[src/rtl/modrm_pkg.sv]
// Shared types and helpers for the ModR/M operand fetcher and the decoder's
// instruction-length logic.
package modrm_pkg;

    // FSM state encoding; the numeric values are fixed so that state dumps
    // line up with the rest of the execution bank.
    typedef enum logic [2:0] {
        IDLE    = 3'd0,
        MODRM   = 3'd1,
        DISP_LO = 3'd2,
        DISP_HI = 3'd3,
        DONE    = 3'd4
    } state_t;

    // mod field value that selects a register operand (no memory access).
    localparam logic [1:0] MOD_REG   = 2'b11;

    // rm value that, with mod=00, means a bare 16-bit direct address.
    localparam logic [2:0] RM_DIRECT = 3'b110;

    // Number of displacement bytes that follow a ModR/M byte (0, 1 or 2).
    function automatic logic [1:0] disp_len(input logic [1:0] mod,
                                            input logic [2:0] rm);
        logic [1:0] n;
        unique case (mod)
            2'b00:   n = (rm == RM_DIRECT) ? 2'd2 : 2'd0;
            2'b01:   n = 2'd1;
            2'b10:   n = 2'd2;
            default: n = 2'd0; // MOD_REG: register operand
        endcase
        return n;
    endfunction

endpackage

[src/rtl/modrm_disp_len.sv]
// Combinational mod/rm -> displacement-length decode. Kept as its own block
// so the instruction-length logic in the decoder can reuse the same decode.
module modrm_disp_len
    import modrm_pkg::*;
(
    input  logic [1:0] mod_i,
    input  logic [2:0] rm_i,
    output logic [1:0] len_o
);

    // Pure decode of the ModR/M addressing form into a byte count.
    assign len_o = disp_len(mod_i, rm_i);

endmodule

[src/rtl/modrm_operand_fetcher.sv]
// ModR/M operand fetcher: pulls the ModR/M byte and up to two displacement
// bytes from the prefetch-queue stream and presents mod/reg/rm plus a
// sign-extended 16-bit displacement to the execution bank.
module modrm_operand_fetcher
    import modrm_pkg::*;
(
    input  logic        clk,
    input  logic        rst_n,
    input  logic        start_i,
    input  logic        flush_i,
    input  logic [7:0]  in_byte_i,
    input  logic        in_valid_i,
    output logic        in_ready_o,
    output logic [1:0]  mod_o,
    output logic [2:0]  reg_o,
    output logic [2:0]  rm_o,
    output logic [15:0] disp_o,
    output logic        out_valid_o,
    input  logic        out_ready_i,
    output logic        busy_o
);

    state_t      state_q;
    logic [1:0]  mod_q;
    logic [2:0]  reg_q;
    logic [2:0]  rm_q;
    logic [15:0] disp_q;
    logic [1:0]  len_q;     // displacement bytes still owed by this operand
    logic [1:0]  byte_len;  // length decoded from the byte on the bus

    // Decode the incoming byte as if it were a ModR/M byte; only used in MODRM.
    modrm_disp_len u_disp_len (
        .mod_i (in_byte_i[7:6]),
        .rm_i  (in_byte_i[2:0]),
        .len_o (byte_len)
    );

    // Byte-accepting states take the stream; a flush blocks the transfer so
    // the queue does not lose a byte that belongs to the redirected stream.
    always_comb begin
        in_ready_o = 1'b0;
        if (!flush_i) begin
            in_ready_o = (state_q == MODRM) || (state_q == DISP_LO) ||
                         (state_q == DISP_HI);
        end
    end

    // Status outputs are a pure function of the state register.
    assign out_valid_o = (state_q == DONE);
    assign busy_o      = (state_q != IDLE);

    assign mod_o  = mod_q;
    assign reg_o  = reg_q;
    assign rm_o   = rm_q;
    assign disp_o = disp_q;

    // Sequencer: walks ModR/M -> displacement bytes -> DONE, assembling the
    // displacement as bytes arrive; a flush abandons the operand at once.
    // NOTE: every register here uses <= so all updates see pre-edge values
    // regardless of statement order inside the block.
    always_ff @(posedge clk or negedge rst_n) begin
        if (!rst_n) begin
            state_q <= IDLE;
            mod_q   <= 2'b00;
            reg_q   <= 3'b000;
            rm_q    <= 3'b000;
            disp_q  <= 16'h0000;
            len_q   <= 2'd0;
        end else if (flush_i) begin
            // mod/reg/rm are left as-is; they are meaningless until DONE.
            state_q <= IDLE;
            disp_q  <= 16'h0000;
        end else begin
            unique case (state_q)
                IDLE: begin
                    if (start_i) begin
                        state_q <= MODRM;
                        disp_q  <= 16'h0000;
                    end
                end
                MODRM: begin
                    if (in_valid_i) begin
                        mod_q   <= in_byte_i[7:6];
                        reg_q   <= in_byte_i[5:3];
                        rm_q    <= in_byte_i[2:0];
                        len_q   <= byte_len;
                        state_q <= (byte_len == 2'd0) ? DONE : DISP_LO;
                    end
                end
                DISP_LO: begin
                    if (in_valid_i) begin
                        disp_q[7:0] <= in_byte_i;
                        if (len_q == 2'd1) begin
                            disp_q[15:8] <= {8{in_byte_i[7]}};
                            state_q      <= DONE;
                        end else begin
                            state_q <= DISP_HI;
                        end
                    end
                end
                DISP_HI: begin
                    if (in_valid_i) begin
                        disp_q[15:8] <= in_byte_i;
                        state_q      <= DONE;
                    end
                end
                DONE: begin
                    // start is deliberately ignored here; no overlap.
                    if (out_ready_i) begin
                        state_q <= IDLE;
                    end
                end
                default: state_q <= IDLE;
            endcase
        end
    end

endmodule

[config.mk]
export PLATFORM = sky130hd
export DESIGN_NAME = modrm_operand_fetcher
export DESIGN_NICKNAME = d
export VERILOG_FILES = /design/src/rtl/modrm_pkg.sv /design/src/rtl/modrm_disp_len.sv /design/src/rtl/modrm_operand_fetcher.sv
export SDC_FILE = /design/constraint.sdc
export NUM_CORES = 1
export LEC_CHECK = 0
export BUFFER_PORTS_ARGS = -buffer_cell sky130_fd_sc_hd__buf_2
export CORE_UTILIZATION = 57
export CTS_BUF_LIST = sky130_fd_sc_hd__clkbuf_8
export CTS_CLUSTER_DIAMETER = 100
export CTS_CLUSTER_SIZE = 30
export DETAILED_ROUTE_END_ITERATION = 8
export PLACE_DENSITY = 0.87
export SYNTH_ARGS = -nofsm -noshare
export SYNTH_HDL_FRONTEND = slang
export SYNTH_HIERARCHICAL = 1
export SYNTH_SLANG_ARGS = --single-unit
[constraint.sdc]
create_clock -name clk -period 3.3 [get_ports clk]
set_input_delay 0.165 -clock clk [delete_from_list [all_inputs] [get_ports clk]]
set_output_delay 0.165 -clock clk [all_outputs]
set_load 0.01 [all_outputs]
==> results of run 1 <==
-- routing by layer --
layer | track usage [%] | vias up | part of all wire (%)
met4 | 17.12 | 0 | 3.5
met2 | 47.19 | 45 | 51
met3 | 8.772 | 11 | 6.0
met1 | 32.30 | 534 | 39
li1 | - | 539 | -
met5 | 0 | - | 0
-- logic make-up (layout without fill, tap and decap cells) --
group           after synthesis  in the layout  synth area share (%)
buf+inv                      16             57                 4.448
simple gates                 40             40                 15.75
mux                          20             20                 15.39
compound gates               27             27                 12.81
flops                        29             29                 51.60
-- state kept, by name (all words and copies together), names as in the netlist --
register and cells:
disp_o 16, len_q 2, mod_o 2, reg_o 3
rm_o 3, state_q 3
-- power breakdown --
part	total [uW]	internal, uW	switching [uW]	leakage [uW]
clock	259	138	121	0.0000399
combinational	399	199	200	0.000400
sequential	514	438	76.2	0.000385
-- timing repair --
action,4_1_cts,5_1_grt
gates resized for setup,0,0
hold buffers,1,0
hold endpoints to repair,29,0
-- cell usage in the layout, fill, tap and decap left out, types with 2 or more instances in the layout --
cell,n
buf_2,40
inv_1,9
nand2_1,16
nand2b_1,2
dfrtp_1,29
o21ai_0,9
a21oi_1,9
nor2_1,6
mux2_2,13
nor2b_1,2
mux2i_1,7
clkbuf_8,5
nor3b_1,3
o22ai_1,2
-- how the worst max path moves through the flow --
stage	start	end	cells past startpoint
6_report	state_q[1]$_DFFE_PN0P_	disp_o[15]$_DFFE_PN0P_	3
5_1_grt	state_q[1]$_DFFE_PN0P_	disp_o[13]$_DFFE_PN0P_	4
4_1_cts	state_q[1]$_DFFE_PN0P_	disp_o[15]$_DFFE_PN0P_	3
3_5_place_dp	state_q[1]$_DFFE_PN0P_	disp_o[15]$_DFFE_PN0P_	3
3_3_place_gp	state_q[1]$_DFFE_PN0P_	disp_o[15]$_DFFE_PN0P_	3
2_1_floorplan	len_q[0]$_DFFE_PN0P_	disp_o[15]$_DFFE_PN0P_	4
-- cell type report --
type / count / area share, %
multi-input cells: 87 / 36.27
clock buffers: 5 / 4.038
inverters: 9 / 1.982
repair buffers: 42 / 12.78
flip-flops and latches: 29 / 42.58
clock inverters: 1 / 0.2937
well taps: 28 / 2.056
-- metrics by stage --
stage / instances / setup WS (ps) / util, %
6_report: 201 / 1322 / 74.88
5_1_grt: 201 / 1115 / 74.88
4_1_cts: 201 / 1336 / 74.88
3_5_place_dp: 194 / 1347 / 71.19
3_3_place_gp: 194 / 1397 / 71.19
2_1_floorplan: 132 / 1551 / -
-- critical path, stage by stage (launching register included) --
cell and delay (ps):
dfrtp_1 620, or3b_1 440, a41oi_4 430, mux2_2 380
==> flow_summary.toml, run 1 <==
[cts]
clockBufferDepth = 2
cts_tree = "built"
post_cts_buffers = 0
cts_root_buf = "clkbuf_8"
clkLatencyLatePin_ps = 270
cts.sinks = 29
h-tree-depth = 2
clk_pin_slew_ps = 60
numCtsBuffers = 5

[layout]
layout.area.seq_sq_um = 725.7
area_delta_synth_final_pct = 21.17
fill_cells = 174
layout.nets = 188
layout-drive-gt1-share_pct = 36.42
multi_input_area_sq_um = 618.1
final_area_sq_mm = 0.001704
num_antenna_cells = 0

[setup_path]
required_ps = 3460
start_kind = "flip-flop"
cp.arrival_ps = 2140
crit_type = "reg -> reg"
cp-end-kind = "flip-flop"
cp_max_fo = 17
reg2reg_to = "disp_o[15]$_DFFE_PN0P_"
r2r_slack_ps = 1320
rr_worst_depth = 3
reg2reg_from = "state_q[1]$_DFFE_PN0P_"

[power]
finalPower_uw = 1172
cellLeakagePower_uw = 0.0008251
peakVddDrop_v = 0.0005464
power.density_mw_per_mm2 = 687.7

[synthesis]
synthesis.nets = 146
synthTopCellsByArea = "dfrtp_1 (52%), mux2_2 (10%), mux2i_1 (5.0%)"
yosysUniqueCellTypes = 32
synth_area_sq_mm = 0.001406
ys.flop_type = "dfrtp_1"
async_reset_ff_share_pct = 100.0
yosysMostFrequentCell = "dfrtp_1"
synth_edf_count = 0
syn_inst = 132
syn_avg_cell_area_sq_um = 10.65
ys_ff_latch = 29
synth_common_cells = "dfrtp_1 (29), nand2_1 (16), mux2_2 (13)"
synth.yosys.seq_area_share_pct = 51.60
synth_top_area_share_pct = 51.60
yosysWarnings = 6
synth_top_cell_by_area = "dfrtp_1"

[routing]
viasPerCell = 5.617
postRouteAntennaNets = 0
drtIter0Drc = 14
route.detailed.drc = 0
drt_wl_total_microns = 3140
wl_per_cell_microns = 15.62
firstDrtPassIters = 4
vias = 1129

[timing]
maxSlewHeadroom_pct = 42.62
finalSetupViolations = 0
fin_skew_ps = 2.717
rsz0062_at_grt = "no"
worst_pin_slew_ps = 858.9
holdWs_ps = 156.9
layout_min_cycle_time_ps = 1978
setup_tns_ps = 0
finalCritPeriodShare_pct = 59.93
fmax_mhz = 505.6
finalHoldViolCount = 0
drv_slew = 0

[die]
die-area_sq_mm = 0.002670
pin_count = 41
initial_core_util_pct = 61.79
core_area_sq_mm = 0.002276
die_width_microns = 51.67
rows = 17
die_y_microns = 51.67

[min_path]
holdPathStages = 2
min_to = "state_q[1]$_DFFE_PN0P_"
hold_class = "in -> reg"
min-delay-start = "in_valid_i"

[place]
port_buffers = 40
dp_hpwl_microns = 2204
place_congestion = 0.8930
placed_area_sq_mm = 0.001620

[global_routing]
antenna_found_initial = 0
grt_pass1_vias = 1140
grtUsageTotal_pct = 28.57
grt_max_degree = 30
overflow = 0
grt_pass1_wl_microns = 5237

[run]
cap_violations = 0

[outcome]
status = "finished, final reports clean"
Power figures use the tool's default switching activity.
==> inputs of run 2 (changes only) <==
Settings changed: CORE_UTILIZATION 57 to 48, PLACE_DENSITY 0.87 to 0.78.
Clock period 3.3 ns to 1.7 ns, I/O delays scaled along.
==> flow_summary.toml, run 2 (synthesis results as in run 1) <==
[cts]
numCtsBuffers = 5
clockBufferDepth = 2
clkLatencyLatePin_ps = 290
post_cts_buffers = 0
h-tree-depth = 2
cts.sinks = 29
cts_tree = "built"
cts_root_buf = "clkbuf_8"
clk_pin_slew_ps = 70

[setup_path]
cp.arrival_ps = 1800
cpLargestDelayFamily = "simple AND/OR/NAND/NOR gates"
start_kind = "flip-flop"
slowest_delay_ps = 410
cp_max_fo = 7
reg2reg_from = "len_q[0]$_DFFE_PN0P_"
startpoint = "len_q[0]$_DFFE_PN0P_"
crit_type = "reg -> reg"
path_buf_inv = 1
cp_slowest_cell = "or3b_1"
crit_chain = "nor2b_1 > or3b_1 > a41oi_4 > buf_4 > mux2i_1"
cp-end-kind = "flip-flop"
required_ps = 1910

[die]
die-area_sq_mm = 0.003151
die_y_microns = 56.13
pin_count = 41
core_area_sq_mm = 0.002758
initial_core_util_pct = 51.00
die_width_microns = 56.13
rows = 19

[power]
combPwrFrac_pct = 37.3
p_clk_share_pct = 22.8
switching_share_pct = 34.81
peakVddDrop_v = 0.0009726
netSwitchingPower_uw = 847.4
p_seq_share_pct = 39.9
internal_power_uw = 1587
cellLeakagePower_uw = 0.0008747
power.density_mw_per_mm2 = 1360

[timing]
setup_tns_ps = 0
maxSlewHeadroom_pct = 57.67
fin_skew_ps = 6.234
fmax_mhz = 631.3
finalCritPeriodShare_pct = 93.17
rsz0062_at_grt = "no"
drv_slew = 0
finalHoldViolCount = 0
worst_pin_slew_ps = 634.9
layout_min_cycle_time_ps = 1584
finalSetupViolations = 0

[layout]
multi_input_area_sq_um = 619.3
largest_reg_flops = 16
layout-drive-gt1-share_pct = 41.30
finalCoreUtilization_pct = 64.93
final_cell_mix = "buf_2 (40), dfrtp_1 (28), nand2_1 (16)"
layout.nets = 197
layout.area.seq_sq_um = 726.9
final_common_cell = "buf_2"
num_antenna_cells = 0
area_delta_synth_final_pct = 27.31
fill_cells = 231

[run]
cap_violations = 0

[outcome]
status = "finished, final reports clean"

[global_routing]
grt_max_degree = 30
grt_pass1_wl_microns = 5520
overflow = 0
grtUsageTotal_pct = 23.35
grt_pass1_vias = 1193
antenna_found_initial = 0

[place]
port_buffers = 40
place_congestion = 0.8561
dp_hpwl_microns = 2377

[routing]
drt_wl_total_microns = 3222
route.detailed.drc = 0
wl_per_cell_microns = 14.99
vias = 1198
drtIter0Drc = 33
postRouteAntennaNets = 0
viasPerCell = 5.572
firstDrtPassIters = 4

[min_path]
min-delay-start = "in_valid_i"
hold_class = "in -> reg"
-- run 2: changes by cell type in the layout (fill, tap and decap cells not counted), sizes merged --
cell      change
clkinv        +1
buf           +9
clkinvlp      +1
-- run 2: power by group through the flow --
| stage | combinational, uW | sequential (uW) | clock (uW) |
|---|---|---|---|
| 2_1_floorplan | 506 | 1010 | 0 |
| 3_3_place_gp | 872 | 960 | 0 |
| 3_5_place_dp | 907 | 978 | 0 |
| 4_1_cts | 911 | 966 | 562 |
| 5_1_grt | 976 | 993 | 597 |
| 6_report | 908 | 971 | 556 |
-- run 2: through the flow --
step	total power [uW]	worst slack [ps]	instances	cell area (sq um)	hold slack [ps]
after floorplan	1516	38.08	132	1406	-210.6
after global placement	1832	131.8	206	1692	129.9
after detailed placement	1885	77.69	206	1692	137.5
after CTS	2439	57.58	215	1788	43.46
after global routing	2567	16.06	215	1790	50.30
final	2434	116.0	215	1790	53.00
-- run 2: final timing paths --
kind	end	slack, ps	cells after the start
max in group asynchronous	state_q[1]$_DFFE_PN0P_	890	2
worst max-delay path	disp_o[11]$_DFFE_PN0P_	120	5
worst min register to register	disp_o[6]$_DFFE_PN0P_	480	2
worst max register to register	disp_o[11]$_DFFE_PN0P_	120	5
min in group asynchronous	reg_o[1]$_DFFE_PN0P_	340	2
worst min-delay path	state_q[1]$_DFFE_PN0P_	50	2
-- run 2: timing repair --
| action | CTS | global route |
|---|---|---|
| hold buffers | 1 | 0 |
| gates resized for setup | 0 | 3 |
| hold endpoints to repair | 29 | 0 |
| setup endpoints to repair | 0 | 9 |
-- run 2: worst reg2reg max path: cells and delay by family (launching register included) --
family | cells | cell delay, ps
mux | 1 | 210
buf+inv | 1 | 210
simple gates | 2 | 560
compound gates | 1 | 160
flops | 1 | 370
-- run 2: final cells by class --
type,count,share of cell area [%]
sequential,29,40.60
multi-input combinational,87,34.59
timing repair buffer,51,15.93
clock buffer,5,3.843
tap,31,2.166
inverter,9,1.887
clock inverter,3,0.9783
-- run 2: per-layer routing --
metal	global-route usage, %	share of wire [%]	up-vias
met1	29.14	42	582
met5	0	0	-
li1	-	-	564
met3	9.070	6.7	9
met2	35.71	49	43
met4	10.80	2.2	0
==> inputs of run 3 (changes only) <==
Settings changed: SETUP_SLACK_MARGIN from default to 0.4.
==> flow_summary.toml, run 3 (synthesis results as in run 1) <==
[routing]
postRouteAntennaNets = 0
wl_per_cell_microns = 16.53
route.detailed.drc = 0
drtIter0Drc = 38
vias = 1252
firstDrtPassIters = 4
viasPerCell = 5.614
drt_wl_total_microns = 3686

[power]
cellLeakagePower_uw = 0.0009773
peakVddDrop_v = 0.001153
finalPower_uw = 2873
power.density_mw_per_mm2 = 1450

[global_routing]
overflow = 0
grt_pass1_wl_microns = 5858
grt_max_degree = 30
grt_pass1_vias = 1216
antenna_found_initial = 0
grtUsageTotal_pct = 25.14

[layout]
final_common_cell = "buf_2"
num_antenna_cells = 0
area_delta_synth_final_pct = 40.93
largest_reg_flops = 16
fill_cells = 179
final_cell_mix = "buf_2 (40), dfrtp_1 (26), nand2_1 (12)"
layout-drive-gt1-share_pct = 50.52
layout.nets = 205
layout.area.seq_sq_um = 729.5
multi_input_area_sq_um = 691.9
finalCoreUtilization_pct = 71.87

[timing]
maxSlewHeadroom_pct = 57.88
finalCritPeriodShare_pct = 91.93
drv_slew = 0
setup_tns_ps = 0
finalSetupViolations = 0
worst_pin_slew_ps = 631.8
finalHoldViolCount = 0
fmax_mhz = 639.9
rsz0062_at_grt = "yes"
fin_skew_ps = 9.031
layout_min_cycle_time_ps = 1563
holdWs_ps = 43.36

[die]
initial_core_util_pct = 51.00
die_y_microns = 56.13
core_area_sq_mm = 0.002758
pin_count = 41
die_width_microns = 56.13
rows = 19
die-area_sq_mm = 0.003151

[setup_path]
cp-end-kind = "flip-flop"
slowest_delay_ps = 400
required_ps = 1910
start_kind = "flip-flop"
cp_slowest_cell = "or3b_4"
crit_type = "reg -> reg"
cp_max_fo = 7
crit_chain = "nor2b_4 > or3b_4 > a41oi_4 > buf_6 > mux2i_1"
cp.arrival_ps = 1770

[run]
cap_violations = 0

[cts]
cts_tree = "built"
clkLatencyLatePin_ps = 290
h-tree-depth = 2
numCtsBuffers = 5
clockBufferDepth = 2
cts.sinks = 29
cts_root_buf = "clkbuf_8"
clk_pin_slew_ps = 70

[place]
port_buffers = 40
place_congestion = 0.9714
dp_hpwl_microns = 2440

[outcome]
status = "finished, final reports clean"

[min_path]
hold_class = "in -> reg"
## run 3: cell types whose count changed in the layout (fill, tap and decap cells not counted), sizes merged
cell,delta
buf,+8
bufinv,+1
clkbuf,+1
clkinv,-2
clkinvlp,-1
inv,+1
## run 3: per-layer routing
layer	global-route usage [%]	share of wire [%]	vias to the layer above
li1	-	-	579
met3	4.884	4.6	11
met5	0	0	-
met4	13.24	2.5	0
met2	40.65	50	43
met1	31.86	43	619
## run 3: timing repair
action	CTS	global route
hold buffers	1	0
setup endpoints to repair	32	32
gates resized for setup	21	9
buffers inserted	6	2
pin swaps	12	5
hold endpoints to repair	29	0
cloned	1	0
## run 3: worst paths after layout
kind                                     endpoint  slack [ps]                  start  cells after the start
setup / recovery           disp_o[10]$_DFFE_PN0P_         140   len_q[0]$_DFFE_PN0P_                      5
hold / removal              disp_o[4]$_DFFE_PN0P_          40           in_byte_i[4]                      3
setup reg to reg           disp_o[10]$_DFFE_PN0P_         140   len_q[0]$_DFFE_PN0P_                      5
hold reg to reg             disp_o[1]$_DFFE_PN0P_         480  disp_o[1]$_DFFE_PN0P_                      2
max in group asynchronous  state_q[2]$_DFFE_PN0P_         900                  rst_n                      2
min in group asynchronous   disp_o[4]$_DFFE_PN0P_         340                  rst_n                      2
## run 3: per-stage QoR
step	area, sq um	cells	worst slack [ps]
2_1_floorplan	1465	132	76.99
3_3_place_gp	1723	205	175.9
3_5_place_dp	1723	205	62.00
4_1_cts	1936	221	153.0
5_1_grt	1982	223	92.02
6_report	1982	223	137.2
## run 3: critical path, delay by kind of cell (launching register included)
kind                   cells  cell delay, ps
AOI/OAI and AO/OA          1             180
and+or+nand+nor            2             530
buffers and inverters      1             180
DFF                        1             370
muxes                      1             220
## run 3: final cells by class
class,count,area share [%]
Tap cell,31,1.957
Sequential cell,29,36.81
Timing Repair Buffer,59,18.75
Clock buffer,6,4.167
Multi-Input combinational cell,87,34.91
Clock inverter,2,1.705
Inverter,9,1.705
## run 3: where the power goes
group | internal (uW) | switching (uW) | total (uW)
logic | 600 | 560 | 1160
registers | 854 | 108 | 962
clock network | 471 | 280 | 751
total | 1930 | 948 | 2870
